===== config.mk =====
export PLATFORM = sky130hd
export DESIGN_NAME = regfile_scoreboard
export DESIGN_NICKNAME = d
export VERILOG_FILES = /design/src/rtl/rf_pkg.sv /design/src/rtl/pend_counter.sv /design/src/rtl/regfile_scoreboard.sv
export SDC_FILE = /design/constraint.sdc
export NUM_CORES = 1
export LEC_CHECK = 0
export ABC_CLOCK_PERIOD_IN_PS = 1950
export BUFFER_PORTS_ARGS = -buffer_cell sky130_fd_sc_hd__buf_2
export CAP_MARGIN = 30
export CELL_PAD_IN_SITES_DETAIL_PLACEMENT = 1
export CELL_PAD_IN_SITES_GLOBAL_PLACEMENT = 1
export CORE_MARGIN = 2
export CORE_UTILIZATION = 38
export DETAILED_ROUTE_END_ITERATION = 6
export PLACE_DENSITY_LB_ADDON = 0.25
export SYNTH_ARGS = -nofsm -noshare
export SYNTH_HDL_FRONTEND = slang
export SYNTH_SLANG_ARGS = --single-unit

===== constraint.sdc =====
create_clock -name clock -period 1.95 [get_ports clock]
set_clock_uncertainty 0.15 [all_clocks]
set_input_delay 0.0975 -clock clock [delete_from_list [all_inputs] [get_ports clock]]
set_output_delay 0.0975 -clock clock [all_outputs]
set_load 0.02 [all_outputs]

===== src/rtl/rf_pkg.sv =====
// Shared defaults and index/data types for the register file with pending-write scoreboard.
package rf_pkg;

  localparam int DEF_DATA_W   = 16;
  localparam int DEF_NUM_REGS = 4;
  localparam int DEF_MAX_PEND = 3;

  typedef logic [$clog2(DEF_NUM_REGS)-1:0] reg_idx_t;
  typedef logic [DEF_DATA_W-1:0]           data_t;

endpackage


===== src/rtl/pend_counter.sv =====
// Per-register outstanding-write counter: floors at zero, refuses to pass MAX_PEND,
// and treats a simultaneous increment and decrement as no change.
module pend_counter #(
  parameter  int MAX_PEND = 3,
  localparam int CW       = $clog2(MAX_PEND + 1)
) (
  input  logic          clock,
  input  logic          clear,
  input  logic          inc,
  input  logic          dec,
  output logic [CW-1:0] count,
  output logic          at_max,
  output logic          nonzero
);

  assign at_max  = (count == CW'(MAX_PEND));
  assign nonzero = (count != '0);

  // A writeback with nothing outstanding (e.g. issued before a reset) leaves the count at zero.
  always_ff @(posedge clock) begin
    if (clear) begin
      count <= '0;
    end else if (inc && !dec && !at_max) begin
      count <= count + CW'(1);
    end else if (dec && !inc && nonzero) begin
      count <= count - CW'(1);
    end
  end

endmodule


===== src/rtl/regfile_scoreboard.sv =====
// Register file (r0 hardwired to zero) with per-register pending-write scoreboard for decode interlock.
// Optional feature macro: RF_BYPASS_EN (same-cycle writeback forwarding and early hazard release).
module regfile_scoreboard
  import rf_pkg::*;
#(
  parameter  int DATA_W   = DEF_DATA_W,
  parameter  int NUM_REGS = DEF_NUM_REGS,
  parameter  int MAX_PEND = DEF_MAX_PEND,
  localparam int AW       = $clog2(NUM_REGS),
  localparam int CW       = $clog2(MAX_PEND + 1)
) (
  input  logic                clock,
  input  logic                reset,
  input  logic [AW-1:0]       rr1,
  input  logic [AW-1:0]       rr2,
  output logic [DATA_W-1:0]   rd1,
  output logic [DATA_W-1:0]   rd2,
  input  logic                regwrite,
  input  logic [AW-1:0]       wr,
  input  logic [DATA_W-1:0]   wd,
  input  logic                issue_valid,
  input  logic                issue_use_rs,
  input  logic                issue_use_rt,
  input  logic                issue_wen,
  input  logic [AW-1:0]       issue_wr,
  output logic                issue_ready,
  output logic [NUM_REGS-1:0] busy
);

  logic [DATA_W-1:0]   regs [NUM_REGS];
  logic [CW-1:0]       pend [NUM_REGS];
  logic [NUM_REGS-1:0] at_max;
  logic [NUM_REGS-1:0] nonzero;
  logic                fire;
  logic                wb_valid;
  logic                haz1;
  logic                haz2;
  logic                overflow;

  assign wb_valid = regwrite && (wr != '0);

  always_ff @(posedge clock) begin
    if (reset) begin
      for (int i = 0; i < NUM_REGS; i++) begin
        regs[i] <= '0;
      end
    end else if (wb_valid) begin
      regs[wr] <= wd;
    end
  end

  assign pend[0]    = '0;
  assign at_max[0]  = 1'b0;
  assign nonzero[0] = 1'b0;

  for (genvar r = 1; r < NUM_REGS; r++) begin : g_pend
    logic inc;
    logic dec;

    assign inc = fire && issue_wen && (issue_wr == AW'(r));
    assign dec = regwrite && (wr == AW'(r));

    pend_counter #(
      .MAX_PEND (MAX_PEND)
    ) u_pend (
      .clock   (clock),
      .clear   (reset),
      .inc     (inc),
      .dec     (dec),
      .count   (pend[r]),
      .at_max  (at_max[r]),
      .nonzero (nonzero[r])
    );
  end

  assign busy = nonzero;

`ifdef RF_BYPASS_EN
  // The last outstanding write lands this cycle and is forwarded, so it no longer blocks the reader.
  assign haz1 = nonzero[rr1] && !(regwrite && (wr == rr1) && (pend[rr1] == CW'(1)));
  assign haz2 = nonzero[rr2] && !(regwrite && (wr == rr2) && (pend[rr2] == CW'(1)));

  always_comb begin
    rd1 = (rr1 == '0) ? '0 : regs[rr1];
    rd2 = (rr2 == '0) ? '0 : regs[rr2];
    if (wb_valid && (wr == rr1)) rd1 = wd;
    if (wb_valid && (wr == rr2)) rd2 = wd;
  end
`else
  logic unused_pend;

  assign unused_pend = ^{pend[rr1], pend[rr2]};
  assign haz1        = nonzero[rr1];
  assign haz2        = nonzero[rr2];

  always_comb begin
    rd1 = (rr1 == '0) ? '0 : regs[rr1];
    rd2 = (rr2 == '0) ? '0 : regs[rr2];
  end
`endif

  assign overflow    = issue_wen && (issue_wr != '0) && at_max[issue_wr];
  assign issue_ready = !issue_valid ||
                       !((issue_use_rs && haz1) || (issue_use_rt && haz2) || overflow);
  assign fire        = issue_valid && issue_ready;

endmodule


# Yosys cells after proc, flatten, opt, wreduce, memory -nomap -nowiden
# Memories as Yosys holds them, arrays and structs flattened.
# Cells that the tools add are included.
word_totals:
  ff_bits: 6
  ramBits: 64
  input_bits: 31
  output_inout_bits: 37
  elab_cells: 94
  memories: 1
mem_list:
  columns: ["name", "depth", "width", "rd", "rd_ports_with_merged_regs", "wr", "line", "text"]
  rows:
  - ["regs", 4, 16, 2, 0, 4, "regfile_scoreboard.sv:30", "logic [DATA_W-1:0] regs [NUM_REGS];"]
classes:
  n_addsub: 6
  n_lt_le_gt_ge: 3
  eq_ne: 9
  mux: 22
  n_reduce_logical: 50
ops:
  columns: ["op", "count"]
  rows:
  - ["16-bit 2-to-1 mux", 3]
  - ["1-bit logical AND", 25]
  - ["2-bit nonzero test", 8]
  - ["16-bit OR reduction", 1]
  - ["2-bit equality test (second input constant)", 7]
  - ["2-bit 2-to-1 mux", 7]
  - ["1-bit logical NOT", 11]
  - ["2-bit by 3-bit less-than comparator with 1-bit output (second input constant)", 3]
  - ["1-bit 2-to-1 mux", 9]
  - ["2-bit by 1-bit adder with 2-bit output (second input constant)", 3]
  - ["1-bit binary-select mux with 2-bit select", 3]
  - ["2-bit by 1-bit subtractor with 2-bit output (second input constant)", 3]
  - ["2-bit by 1-bit equality test with 1-bit output (second input constant)", 2]
  - ["2-bit logical NOT", 2]
  - ["1-bit logical OR", 3]

# Logic depth before layout (Yosys ltp)
depth:
  ltp_word: 16
  mapped_depth: 7
  depth_no_buf: 6

# By module
# Synthesis repeated with hierarchy kept, for this count alone.
unflattened:
  hier_cells: 264
  area_unflattened_um2: 3006.6
modules_own_cells:
  columns: ["module", "n_inst", "cells_per_inst", "area_each_um2", "seq_area_each_um2"]
  rows:
  - ["regfile_scoreboard", 1, 222, 2635.0, 1441.4]
  - ["pend_counter", 3, 14, 123.9, 40.0]

# Worst setup path before layout
# Ideal clock, no wire load.
synth_timing:
  path_type: "register -> register"
  start: "register g_pend[2].u_pend.count[0]"
  end: "register g_pend[3].u_pend.count[0]"
  setup_ns: 0.074
  arrival_ns: 1.614
  required_time_ns: 1.726
  slack_ns: 0.112
  stages_incl_launch_ff: 7
  path_buffers: 0
  synth_period_minus_slack_ns: 1.838
  cell_sequence: "dfxtp_1 a21oi_1 a311oi_1 a32o_2 nor3_2 or4b_1 a31oi_1"
synth_between:
  elab_chain_cells: 15
  elab_cells_between_ends: 25
  cone_classes: "1 x eq/ne; 7 x mux; 17 x reduce/logical"
synth_rtl:
  columns: ["element", "line", "text"]
  rows:
  - ["from (decl)", "pend_counter.sv:11", "output logic [CW-1:0] count,"]
  - ["from (signal assigned)", "pend_counter.sv:24", "count <= count + CW'(1);"]
  - ["from (signal assigned)", "pend_counter.sv:26", "count <= count - CW'(1);"]
  - ["2-bit nonzero test", "pend_counter.sv:17", "assign nonzero = (count != '0);"]
  - ["1-bit binary-select mux with 2-bit select, on equally long branches", "regfile_scoreboard.sv:93, regfile_scoreboard.sv:94", null]
  - ["1-bit 2-to-1 mux, on equally long branches", "regfile_scoreboard.sv:93, regfile_scoreboard.sv:94", null]
  - ["1-bit logical AND", "regfile_scoreboard.sv:104", "!((issue_use_rs && haz1) || (issue_use_rt && haz2) || overflow);"]
  - ["1-bit logical OR", "regfile_scoreboard.sv:104", null]
  - ["1-bit logical OR (*)", "regfile_scoreboard.sv:104", null]
  - ["1-bit logical NOT (*)", "regfile_scoreboard.sv:104", null]
  - ["1-bit logical OR (*)", "regfile_scoreboard.sv:103", "assign issue_ready = !issue_valid ||"]
  - ["1-bit logical AND (*)", "regfile_scoreboard.sv:105", "assign fire = issue_valid && issue_ready;"]
  - ["1-bit logical AND (*) (2 in series)", "regfile_scoreboard.sv:60", "assign inc = fire && issue_wen && (issue_wr == AW'(r));"]
  - ["1-bit logical NOT", "pend_counter.sv:25", "end else if (dec && !inc && nonzero) begin"]
  - ["1-bit logical AND (2 in series)", "pend_counter.sv:25", null]
  - ["2-bit nonzero test (no source line)", null, null]
  - ["to (signal assigned)", "pend_counter.sv:24", null]
  - ["to (signal assigned)", "pend_counter.sv:26", null]
  - ["to (decl)", "pend_counter.sv:11", null]
# Every way passes the cells marked *; elsewhere a longest branch is shown, timed or not. The select of a mux whose other input is x is not followed.
# A chain may end at the register's enable or synchronous reset.

# Worst setup path in the final report
layout_timing:
  start: "register g_pend[3].u_pend.count[1]"
  end: "register g_pend[3].u_pend.count[0]"
layout_between:
  elab_chain_cells: 15
  elab_cells_between_ends: 26
  cone_classes: "1 x eq/ne; 7 x mux; 18 x reduce/logical"
layout_rtl:
  columns: ["element", "line"]
  rows:
  - ["2-bit nonzero test", "pend_counter.sv:17"]
  - ["1-bit binary-select mux with 2-bit select, on equally long branches", "regfile_scoreboard.sv:93, regfile_scoreboard.sv:94"]
  - ["1-bit 2-to-1 mux, on equally long branches", "regfile_scoreboard.sv:93, regfile_scoreboard.sv:94"]
  - ["1-bit logical AND", "regfile_scoreboard.sv:104"]
  - ["1-bit logical OR (2 in series)", "regfile_scoreboard.sv:104"]
  - ["1-bit logical NOT", "regfile_scoreboard.sv:104"]
  - ["1-bit logical OR", "regfile_scoreboard.sv:103"]
  - ["1-bit logical AND", "regfile_scoreboard.sv:105"]
  - ["1-bit logical AND (2 in series)", "regfile_scoreboard.sv:60"]
  - ["1-bit logical NOT", "pend_counter.sv:25"]
  - ["1-bit logical AND (2 in series)", "pend_counter.sv:25"]
  - ["2-bit nonzero test (no source line)", null]
# Several ways; a longest one is shown, not always the timed one. The select of a mux whose other input is x is not followed.

==> results by group <==
Finish
  • Post-route cell area: 3840 µm²
  • Area grow syn2layout: 25.9%
  • Non-Filler Instances: 451
  • FILL cells: 887
  • Ant. Diodes: 0
  • Final nets: 379
  • Share of cells above drive strength 1: 40.1%

Critical path
  • Critical path class: flop to flop
  • Worst Path Required: 2.02 ns
  • CP max FO: 7
  • Worst EP arrival: 1.99 ns
  • Worst setup EP type: flop
  • Worst setup SP type: flop

Yosys
  • Synth Register Bits: 54
  • Synth cell types: 38
  • Post-Syn Area: 3050 µm²
  • FFs w/ async S/R, synth: 0%
  • Post-synth EDFFs: 48
  • Syn Inst Count: 259
  • Synth Net Count: 290
  • Yosys warns: 0
  • Synth area leader: edfxtp_1
  • Top cells by area, synth: edfxtp_1 (47%), mux2_2 (12%), a22o_1 (8.6%), and2_1 (7.0%), dfxtp_1 (3.9%)
  • Commonest register cell after synthesis: edfxtp_1
  • Synth Area per Inst: 11.8 µm²
  • Sequential-to-total area share from yosys stat: 51.1%
  • Share of the synthesized area in the top cell type: 47.2%

Routing
  • WL final: 8260 µm
  • Remaining DRCs: 0
  • Vias: 2413
  • DRT iter0 DRCs: 85
  • First-pass detailed-route iteration total: 4
  • Post-DR wirelength/cell: 18.3 µm
  • Antenna viol nets, final: 0
  • DR vias/cell: 5.35

Clocking
  • CTS tree: yes
  • CTS buffer count: 5
  • Root buf cell: clkbuf_8
  • Worst-path clk slew: 0.09 ns
  • H-tree Lvls: 2
  • Clock Sinks: 54
  • Worst skew pair latency: 0.30 ns
  • # Post-CTS Setup Buffers: 0
  • Clock tree buffer depth: 2

Timing
  • Setup Total Neg Slack: 0 ns
  • Hold WS: 0.140 ns
  • Setup-failing EPs final: 0
  • Max Clk Rate: 522 MHz
  • Final count of pins violating max slew: 0
  • Tmin final: 1.92 ns
  • Final worst-path cycle share: 98.3%
  • Final Hold Vio Count: 0
  • RSZ-0062 raised after global routing: yes

Global route
  • Met1 demand-to-capacity share in global routing: 24.2%
  • First-pass GRT wire length: 12900 µm
  • M2 GR Usage: 36.0%
  • Number of global-route vias before repair: 2503
  • Met3 capacity usage during global routing: 2.66%
  • GRT Total Usage: 19.4%
  • Overflow after GRT: 0
  • Initial antenna violation count: 0
  • Gr busiest metal: met2
  • Largest net degree at the start of global routing: 33

Min path
  • Hold crit path type: primary input to flop

Placement
  • Post-Place Cells: 426
  • I/O Buffers: 66
  • HPWL Detailed: 5570 µm
  • DP Area: 3560 µm²
  • GP Congestion: 0.757

Floorplan
  • Die Span X: 93.6 µm
  • Initial core utilization: 39.3%
  • Chip height: 93.6 µm
  • Core Area: 7770 µm²
  • Std-Cell Rows: 32
  • Number of top-level pins: 68
  • Total die area: 8770 µm²

Power and ir drop
  • PnR Total Power: 2.55 mW
  • Power Density: 663 nW/µm²
  • Pleak: 1.61 nW
  • Worst vdd ir: 0.000280 V

Status
  • Status: complete, no violations

Job
  • Maximum Capacitance Violations: 0
## cell type report
| class | instances | area, µm² | area share [%] |
|---|---|---|---|
| clock buffers | 7 | 76.3 | 1.99 |
| inverters | 3 | 11.3 | 0.293 |
| clock inverters | 1 | 7.51 | 0.195 |
| repair buffers | 103 | 653 | 17.0 |
| flip-flops and latches | 54 | 1580 | 41.0 |
| well taps | 102 | 128 | 3.32 |
| multi-input cells | 181 | 1390 | 36.2 |
## cell usage after synthesis, types with 2 or more instances
| cell type | instances |
|---|---|
| dfxtp_1 | 6 |
| nand4b_1 | 2 |
| inv_1 | 3 |
| mux2i_1 | 3 |
| o211ai_1 | 2 |
| a31oi_1 | 5 |
| nor2_1 | 4 |
| and2_1 | 34 |
| mux2_2 | 32 |
| edfxtp_1 | 48 |
| buf_4 | 4 |
| buf_2 | 3 |
| a22o_1 | 30 |
| nand3_1 | 2 |
| or4b_1 | 3 |
| clkbuf_1 | 12 |
| nor3_2 | 3 |
| nand2_1 | 11 |
| o21ai_0 | 10 |
| and3_1 | 16 |
| nor2b_1 | 4 |
| a21oi_1 | 4 |
| or2_1 | 3 |
## where the power goes
part	switching, mW	internal [mW]	leakage, nW
sequential	0.0417	1.34	0.525
clock	0.355	0.255	0.0385
combinational	0.308	0.247	1.05
## registers in the layout (all words and copies together) (netlist names)
register / cells
g_pend.u_pend.count: 6
regs: 48
## what timing repair did
item | CTS | global route
pin swaps | 1 | 5
endpoints found under the setup margin | 4 | 5
hold buffers | 17 | 0
hold endpoints to repair | 54 | 0
gates resized for setup | 4 | 9
## per-layer routing
layer  vias to the layer above  share of wire, %
li1                       1153                 -
met1                      1209                44
met2                        46                52
met3                         5               2.9
met4                         0              0.68
met5                         -                 0
## placed cells by master, fill, tap and decap left out, drive strengths merged, types with 4 or more instances in the layout
master	count
dlygate4sd3	17
a22o	30
a21oi	4
clkbuf	7
and2	34
or2	4
a31oi	6
nor3	4
edfxtp	48
mux2	32
o21ai	10
nor2b	4
nor2	4
and3	16
dfxtp	6
buf	86
nand2	11
## critical path: stages, from the launching register on
cell and delay [ns]:
dfxtp_4 0.38, nand2_1 0.07, a311oi_2 0.26, a32o_2 0.23
nor3_2 0.06, or4b_1 0.51, a31oi_1 0.18
## cells by family after synthesis
| logic type | Yosys count | share of synthesized area [%] |
|---|---|---|
| and+or+nand+nor | 89 | 18.0 |
| AOI/OAI and AO/OA | 56 | 14.3 |
| DFF | 54 | 51.1 |
| muxes | 35 | 12.8 |
| buffers and inverters | 24 | 3.61 |
| other | 1 | 0.123 |
## worst paths after layout
check	cells past startpoint	to	slack, ns	startpoint
setup reg to reg	6	g_pend[3].u_pend.count[0]	0.03	g_pend[3].u_pend.count[1]
hold / removal	4	g_pend[1].u_pend.count[0]	0.14	wr[1]
setup / recovery	6	g_pend[3].u_pend.count[0]	0.03	g_pend[3].u_pend.count[1]
hold reg to reg	2	g_pend[3].u_pend.count[1]	0.39	g_pend[3].u_pend.count[1]
## stage by stage
stage                     setup WS (ns)  utilization (%)
final                            0.0332             49.5
after global routing            -0.0523             49.5
after CTS                        0.0104             49.2
after detailed placement        -0.0548             45.9
after global placement           0.0453             45.9
after floorplan                   0.112                -
No activity file was read; power rests on OpenSTA's default activity.
